`src/rtl/mips_pkg.sv`:
```
// Shared types and constants for the MIPS instruction/data memory arbiter.
// Holds the arbiter FSM state encoding, the transaction owner type, and the
// default timeout applied while waiting for the memory to acknowledge.
package mips_pkg;

  // Default number of cycles mem_req may stay high without an ack.
  localparam int TIMEOUT_DEFAULT = 15;

  // Width of the timeout counter; wide enough for any limit in 1..255.
  localparam int ARB_TIMER_W = 8;

  typedef enum logic [1:0] {
    IDLE,
    BUSY_IF,
    BUSY_DM,
    RESP
  } arb_state_t;

  typedef enum logic {
    OWN_IF,
    OWN_DM
  } owner_t;

endpackage

```
`src/rtl/mips_arb_timer.sv`:
```
// Timeout counter for the memory arbiter.
// Counts cycles in which a memory command is outstanding without an ack.
// expired is combinational: it is high in the cycle whose count would reach
// limit, so the owner can retire the command on that same clock edge.
module mips_arb_timer
  import mips_pkg::*;
(
  input  logic                   clk,
  input  logic                   reset,
  input  logic                   clear,
  input  logic                   enable,
  input  logic [ARB_TIMER_W-1:0] limit,
  output logic                   expired
);

  logic [ARB_TIMER_W-1:0] r_count;
  logic [ARB_TIMER_W:0]   w_next;

  // One extra bit keeps the compare correct even at the top of the range.
  assign w_next  = {1'b0, r_count} + {{ARB_TIMER_W{1'b0}}, 1'b1};
  assign expired = enable && (w_next >= {1'b0, limit});

  // Count waiting cycles; cleared whenever a new transaction is granted.
  // NOTE: sequential state uses non-blocking assignments so every register
  // samples pre-edge values, independent of statement or block order.
  always_ff @(posedge clk or posedge reset) begin
    if (reset) begin
      r_count <= '0;
    end else if (clear) begin
      r_count <= '0;
    end else if (enable) begin
      r_count <= w_next[ARB_TIMER_W-1:0];
    end
  end

endmodule

```
`src/rtl/mips_mem_arbiter.sv`:
```
// Arbiter sharing one single-port memory between instruction fetch (if_*)
// and load/store (dm_*) requesters. One transaction is outstanding at a time:
// grant, then a registered memory command held until ack or timeout, then a
// one-cycle completion pulse to the owner.
// Build option: define MIPS_ARB_ROUND_ROBIN_EN to alternate grants on
// simultaneous requests (dm first after reset); otherwise dm always wins.
module mips_mem_arbiter
  import mips_pkg::*;
#(
  parameter int ADDR_W  = 32,
  parameter int DATA_W  = 32,
  parameter int TIMEOUT = TIMEOUT_DEFAULT
) (
  input  logic              clk,
  input  logic              reset,
  // Instruction fetch port
  input  logic              if_req,
  input  logic [ADDR_W-1:0] if_addr,
  output logic              if_gnt,
  output logic              if_valid,
  output logic [DATA_W-1:0] if_rdata,
  // Load/store port
  input  logic              dm_req,
  input  logic              dm_we,
  input  logic [ADDR_W-1:0] dm_addr,
  input  logic [DATA_W-1:0] dm_wdata,
  output logic              dm_gnt,
  output logic              dm_valid,
  output logic [DATA_W-1:0] dm_rdata,
  // Memory port
  output logic              mem_req,
  output logic              mem_we,
  output logic [ADDR_W-1:0] mem_addr,
  output logic [DATA_W-1:0] mem_wdata,
  input  logic              mem_ack,
  input  logic [DATA_W-1:0] mem_rdata,
  // Timed-out completion flag
  output logic              err
);

  localparam logic [ARB_TIMER_W-1:0] LP_LIMIT = ARB_TIMER_W'(TIMEOUT);

  arb_state_t        r_state;
  owner_t            r_owner;
  logic              r_if_gnt;
  logic              r_dm_gnt;
  logic              r_if_valid;
  logic              r_dm_valid;
  logic              r_err;
  logic              r_mem_req;
  logic              r_mem_we;
  logic [ADDR_W-1:0] r_mem_addr;
  logic [DATA_W-1:0] r_mem_wdata;
  logic [DATA_W-1:0] r_if_rdata;
  logic [DATA_W-1:0] r_dm_rdata;

  logic w_busy;
  logic w_grant_dm;
  logic w_timer_clr;
  logic w_timer_en;
  logic w_expired;

  assign w_busy = (r_state == BUSY_IF) || (r_state == BUSY_DM);

`ifdef MIPS_ARB_ROUND_ROBIN_EN
  logic r_last_dm;

  // Remember which requester won the most recent grant.
  always_ff @(posedge clk or posedge reset) begin
    if (reset) begin
      r_last_dm <= 1'b0;
    end else if ((r_state == IDLE) && (if_req || dm_req)) begin
      r_last_dm <= w_grant_dm;
    end
  end

  // On a tie, the side that did not win last time goes first.
  assign w_grant_dm = dm_req && (!if_req || !r_last_dm);
`else
  assign w_grant_dm = dm_req;
`endif

  // Wait cycles only accrue while the command is actually on the bus.
  assign w_timer_clr = (r_state == IDLE);
  assign w_timer_en  = w_busy && r_mem_req && !mem_ack;

  mips_arb_timer u_timer (
    .clk     (clk),
    .reset   (reset),
    .clear   (w_timer_clr),
    .enable  (w_timer_en),
    .limit   (LP_LIMIT),
    .expired (w_expired)
  );

  // Arbitration FSM with registered grant, command and completion outputs.
  always_ff @(posedge clk or posedge reset) begin
    if (reset) begin
      r_state     <= IDLE;
      r_owner     <= OWN_IF;
      r_if_gnt    <= 1'b0;
      r_dm_gnt    <= 1'b0;
      r_if_valid  <= 1'b0;
      r_dm_valid  <= 1'b0;
      r_err       <= 1'b0;
      r_mem_req   <= 1'b0;
      r_mem_we    <= 1'b0;
      r_mem_addr  <= '0;
      r_mem_wdata <= '0;
      r_if_rdata  <= '0;
      r_dm_rdata  <= '0;
    end else begin
      // NOTE: pulse outputs default low each cycle so they can only ever be
      // one cycle wide, whichever branch below runs.
      r_if_gnt   <= 1'b0;
      r_dm_gnt   <= 1'b0;
      r_if_valid <= 1'b0;
      r_dm_valid <= 1'b0;
      r_err      <= 1'b0;

      case (r_state)
        IDLE: begin
          if (w_grant_dm) begin
            r_dm_gnt    <= 1'b1;
            r_owner     <= OWN_DM;
            r_mem_we    <= dm_we;
            r_mem_addr  <= dm_addr;
            r_mem_wdata <= dm_wdata;
            r_state     <= BUSY_DM;
          end else if (if_req) begin
            r_if_gnt    <= 1'b1;
            r_owner     <= OWN_IF;
            r_mem_we    <= 1'b0;
            r_mem_addr  <= if_addr;
            r_mem_wdata <= '0;
            r_state     <= BUSY_IF;
          end
        end

        BUSY_IF, BUSY_DM: begin
          if (!r_mem_req) begin
            // First busy cycle: put the latched command on the bus.
            r_mem_req <= 1'b1;
          end else if (mem_ack) begin
            // An ack wins over a simultaneous timeout.
            r_mem_req <= 1'b0;
            r_state   <= RESP;
            if (!r_mem_we) begin
              if (r_owner == OWN_DM) r_dm_rdata <= mem_rdata;
              else                   r_if_rdata <= mem_rdata;
            end
            r_if_valid <= (r_owner == OWN_IF);
            r_dm_valid <= (r_owner == OWN_DM);
          end else if (w_expired) begin
            r_mem_req <= 1'b0;
            r_state   <= RESP;
            if (r_owner == OWN_DM) r_dm_rdata <= '0;
            else                   r_if_rdata <= '0;
            r_if_valid <= (r_owner == OWN_IF);
            r_dm_valid <= (r_owner == OWN_DM);
            r_err      <= 1'b1;
          end
        end

        RESP: begin
          r_state <= IDLE;
        end

        default: begin
          r_state <= IDLE;
        end
      endcase
    end
  end

  assign if_gnt    = r_if_gnt;
  assign if_valid  = r_if_valid;
  assign if_rdata  = r_if_rdata;
  assign dm_gnt    = r_dm_gnt;
  assign dm_valid  = r_dm_valid;
  assign dm_rdata  = r_dm_rdata;
  assign mem_req   = r_mem_req;
  assign mem_we    = r_mem_we;
  assign mem_addr  = r_mem_addr;
  assign mem_wdata = r_mem_wdata;
  assign err       = r_err;

endmodule

```
`config.mk`:
```
export PLATFORM = sky130hd
export DESIGN_NAME = mips_mem_arbiter
export DESIGN_NICKNAME = d
export VERILOG_FILES = /design/src/rtl/mips_pkg.sv /design/src/rtl/mips_arb_timer.sv /design/src/rtl/mips_mem_arbiter.sv
export SDC_FILE = /design/constraint.sdc
export NUM_CORES = 1
export LEC_CHECK = 0
export ABC_AREA = 1
export BUFFER_PORTS_ARGS = -buffer_cell sky130_fd_sc_hd__buf_4
export CAP_MARGIN = 20
export CORE_ASPECT_RATIO = 1.1
export CORE_UTILIZATION = 48
export CTS_CLUSTER_SIZE = 25
export DETAILED_ROUTE_END_ITERATION = 10
export GPL_TIMING_DRIVEN = 0
export PLACE_DENSITY = 0.78
export SKIP_CTS_REPAIR_TIMING = 1
export SYNTH_ARGS = -nofsm -noshare
export SYNTH_HDL_FRONTEND = slang
export SYNTH_SLANG_ARGS = --single-unit
```
`constraint.sdc`:
```
create_clock -name clk -period 6 [get_ports clk]
set_clock_uncertainty 0.05 [all_clocks]
set_input_delay 0.3 -clock clk [delete_from_list [all_inputs] [get_ports clk]]
set_output_delay 0.3 -clock clk [all_outputs]
set_load 0.02 [all_outputs]
```
==> results_tabular.tex <==
\begin{tabular}{lr}
\hline
Metric & Value \\
\hline
\multicolumn{2}{l}{\textbf{GRT}} \\
All-Layer GR Usage & a little over a quarter \\
Pin count of the biggest net entering global routing & 84 \\
Via count of the first global-routing pass & approximately 5600 \\
Met1 track utilization from global routing & 30.3\% \\
Antenna violations before repair & 0 \\
Global routing's busiest layer & met2 \\
GRT Residual Overflow & 0 \\
GRT met2 Usage & 47.1\% \\
First-pass GRT wire length & 27400 µm \\
Global routing usage on met3 & 7.31\% \\
\multicolumn{2}{l}{\textbf{Timing}} \\
Final count of hold timing violations & 0 \\
Final Hold Slack & 41.6 ps \\
Post-route worst setup slack & between 3000 and 4000 ps \\
Final-report setup violation count & 0 \\
Final worst-path cycle share & between 30\% and 40\% \\
Maximum clock frequency & between 0.4 and 0.5 GHz \\
Worst-margin pin slew & around 580 ps \\
Total Neg Setup Slack & 0 ps \\
Unrepaired setup endpoints after global routing & no \\
Final Max Slew Viols & 0 \\
Time the worst path needs with I/O delays and setup & approximately 2100 ps \\
Headroom to the max-slew limit & around 62\% \\
\multicolumn{2}{l}{\textbf{Die}} \\
Ports & between 200 and 300 \\
Floorplan row count & 43 \\
Floorplan die width & approximately 110 µm \\
Placeable core region & 12700 µm² \\
Initial standard-cell utilization of the core & about half \\
Die Area & $\sim$14000 µm² \\
Die Ht & between 100 and 150 µm \\
\multicolumn{2}{l}{\textbf{Critical path}} \\
Max stage delay cell, worst path & sky130\_fd\_sc\_hd\_\_dfrtp\_1 \\
Reg-to-reg startpoint & u\_timer.r\_count[1]\$\_DFFE\_PP0P\_ \\
Worst setup SP type & flip-flop \\
Setup slack of the worst register-to-register path & 3930 ps \\
Sort of element at the end of the critical path & flip-flop \\
First element of the critical path & u\_timer.r\_count[1]\$\_DFFE\_PP0P\_ \\
Series of cell instances along the critical path & ha\_1, nand2\_1, inv\_1, nand3\_1, nand2\_1, inv\_1, nand3\_1, o21bai\_4, nand2\_4, nand2\_8, buf\_4, o21ai\_1 \\
Data required, critical path & 6250 ps \\
Critical setup path kind & flip-flop to flip-flop \\
Critical path fanouts, max & 10 \\
Arrival time of the worst setup path & 2310 ps \\
Stage delay of the slowest cell on the critical path & 430 ps \\
\multicolumn{2}{l}{\textbf{Power}} \\
Part of the power in registers & about a third \\
Part of the total power dissipated in combinational logic & approximately 44\% \\
Max rail drop VDD & 0.267 mV \\
Switching part of the total power & about two fifths \\
Static leakage & 4.60 nW \\
PnR Total Power & around 5 mW \\
Switch Pwr & just under 2 mW \\
Pwr per Cell Area & between 500 and 600 nW/µm² \\
Clk network pwr share & 22.4\% \\
Internal portion of total power & approximately 3.0 mW \\
\multicolumn{2}{l}{\textbf{Synthesis}} \\
Synth top area share & between 50\% and 60\% \\
Synth Warn \# & 0 \\
Sequential share of the synthesized area & around three fifths \\
Post-synthesis async set-or-reset flop share & 100\% \\
Syn avg cell area & around 9.3 µm² \\
Netlist Area Pre-Place & 6280 µm² \\
Most area-hungry cell type in the Yosys netlist & sky130\_fd\_sc\_hd\_\_dfrtp\_1 \\
Most common cell in the netlist & sky130\_fd\_sc\_hd\_\_nand2\_1 \\
Leading cell types by count after synthesis & 194 x sky130\_fd\_sc\_hd\_\_nand2\_1, 146 x sky130\_fd\_sc\_hd\_\_dfrtp\_1, 54 x sky130\_fd\_sc\_hd\_\_inv\_1 \\
Main flop type after synthesis & sky130\_fd\_sc\_hd\_\_dfrtp\_1 \\
Register bit total from synthesis & roughly 150 \\
Post-synth EDFFs & 0 \\
Count of different cell masters after synthesis & 29 \\
Syn Nets & 811 \\
Synthesized netlist cell count & approximately 670 \\
Cells taking the most area after synthesis & sky130\_fd\_sc\_hd\_\_dfrtp\_1 58\%, sky130\_fd\_sc\_hd\_\_nand2\_1 12\%, sky130\_fd\_sc\_hd\_\_o21ai\_2 3.9\%, sky130\_fd\_sc\_hd\_\_o21ai\_0 3.3\%, sky130\_fd\_sc\_hd\_\_inv\_1 3.2\% \\
\multicolumn{2}{l}{\textbf{Job}} \\
Max-Cap Viols & 0 \\
\multicolumn{2}{l}{\textbf{Route}} \\
Detail-routed net length per standard cell & about 15 µm \\
Count of TritonRoute iterations in the first routing pass & 7 \\
Via density per instance & 5.01 \\
Final antenna-violating net count & 0 \\
Number of vias in the routed layout & 5670 \\
WL final & around 17000 µm \\
DRC viols & 34 \\
Initial DRC Count & 380 \\
\multicolumn{2}{l}{\textbf{Clock network}} \\
Clock buffer count from CTS & 17 \\
Clock-pin slew of the registers on the worst-case setup and hold paths & 60 ps \\
Clk\_lat worst skew & approximately 400 ps \\
Clock tree root driver cell & sky130\_fd\_sc\_hd\_\_clkbuf\_16 \\
Total clock sinks & between 100 and 150 \\
Number of buffers on the longest clock path & 2 \\
CTS HTree Levels & 4 \\
TritonCTS clock tree & built \\
\multicolumn{2}{l}{\textbf{Finish}} \\
Final instance count without filler cells & 1131 \\
Final instance area & 9140 µm² \\
Share of layout cells above drive strength 1 & between 30\% and 40\% \\
Layout Utilization & a little under three quarters \\
NumNets Final & about 1100 \\
Antenna diode count & 0 \\
Area delta synth->final & 45.6\% \\
\multicolumn{2}{l}{\textbf{Placement}} \\
Count of buffers from port buffering & approximately 270 \\
Instance area after placement & 8500 µm² \\
Dpl ws & just under 4000 ps \\
Detail Placement HPWL & 12800 µm \\
Routability congestion estimate from global placement & around 0.82 \\
Placed Instances & 1098 \\
\multicolumn{2}{l}{\textbf{Worst hold path}} \\
Origin of the worst min-delay path & dm\_wdata[13] \\
Hold/Removal Path Class & primary input to flip-flop \\
\multicolumn{2}{l}{\textbf{Outcome}} \\
Violated checks & DRC \\
Status & finished, violations left \\
\hline
\end{tabular}
-- cell usage in the layout, fill, tap and decap left out, types with 4 or more instances in the layout --
master / count
sky130_fd_sc_hd__inv_1: 53
sky130_fd_sc_hd__a31oi_1: 32
sky130_fd_sc_hd__o21ai_2: 28
sky130_fd_sc_hd__buf_6: 7
sky130_fd_sc_hd__o21ai_0: 41
sky130_fd_sc_hd__inv_6: 5
sky130_fd_sc_hd__nand2_1: 194
sky130_fd_sc_hd__clkbuf_1: 21
sky130_fd_sc_hd__nand2_2: 31
sky130_fd_sc_hd__bufinv_16: 4
sky130_fd_sc_hd__dfrtp_1: 146
sky130_fd_sc_hd__o22ai_1: 4
sky130_fd_sc_hd__nand3_1: 11
sky130_fd_sc_hd__nor2_1: 43
sky130_fd_sc_hd__o21ai_1: 36
sky130_fd_sc_hd__buf_4: 268
sky130_fd_sc_hd__buf_2: 4
sky130_fd_sc_hd__clkbuf_16: 17
-- final cells by class --
cell class | count | area, µm²
Tap cell | 157 | 196
Clock buffer | 18 | 429
Inverter | 56 | 215
Buffer | 36 | 244
Timing Repair Buffer | 268 | 2030
Fill cell | 1005 | 3560
Sequential cell | 146 | 3650
Multi-Input combinational cell | 436 | 2170
Clock inverter | 14 | 199
-- power by group through the flow --
stage | sequential (mW) | combinational, mW | clock (mW)
3_3_place_gp | 1.66 | 2.19 | 0
5_1_grt | 1.70 | 2.39 | 1.18
2_1_floorplan | 2.14 | 0.762 | 0
6_report | 1.66 | 2.22 | 1.12
4_1_cts | 1.66 | 2.24 | 1.14
3_5_place_dp | 1.66 | 2.23 | 0
-- state kept, by name, indices dropped and copies added (netlist names) --
register / flops
if_rdata: 32
mem_wdata: 32
dm_rdata: 32
err: 1
mem_addr: 32
r_state: 2
if_gnt: 1
mem_req: 1
dm_gnt: 1
u_timer.r_count: 8
dm_valid: 1
mem_we: 1
if_valid: 1
r_owner: 1
-- worst max-delay path: cells and delay by family (launching register included) --
| kind | cells | cell delay (ps) |
|---|---|---|
| compound gates | 2 | 280 |
| flops | 1 | 430 |
| fa+ha+maj | 1 | 230 |
| simple gates | 6 | 610 |
| buf+inv | 3 | 330 |
-- per-layer routing --
metal	vias up	share of wire, %
li1	2745	-
met1	2670	39
met2	228	52
met3	27	7.0
met4	0	2.3
met5	-	0
-- final timing paths --
kind	end	cells after the start
worst max-delay path	if_rdata[7]$_DFFE_PP0P_	12
worst min-delay path	mem_wdata[13]$_DFFE_PP0P_	3
worst max register to register	if_rdata[7]$_DFFE_PP0P_	12
worst min register to register	if_valid$_DFF_PP0_	1
max in group asynchronous	mem_addr[27]$_DFFE_PP0P_	4
min in group asynchronous	mem_wdata[13]$_DFFE_PP0P_	3
-- logic make-up (layout without fill, tap and decap cells) --
family / count (synthesis) / count (layout) / synth area share (%)
adders and majority gates: 3 / 3 / 0.598
AOI/OAI and AO/OA: 144 / 144 / 14.2
and+or+nand+nor: 289 / 289 / 19.8
buffers and inverters: 92 / 392 / 7.24
DFF: 146 / 146 / 58.2
No activity file was read; power rests on OpenSTA's default activity.
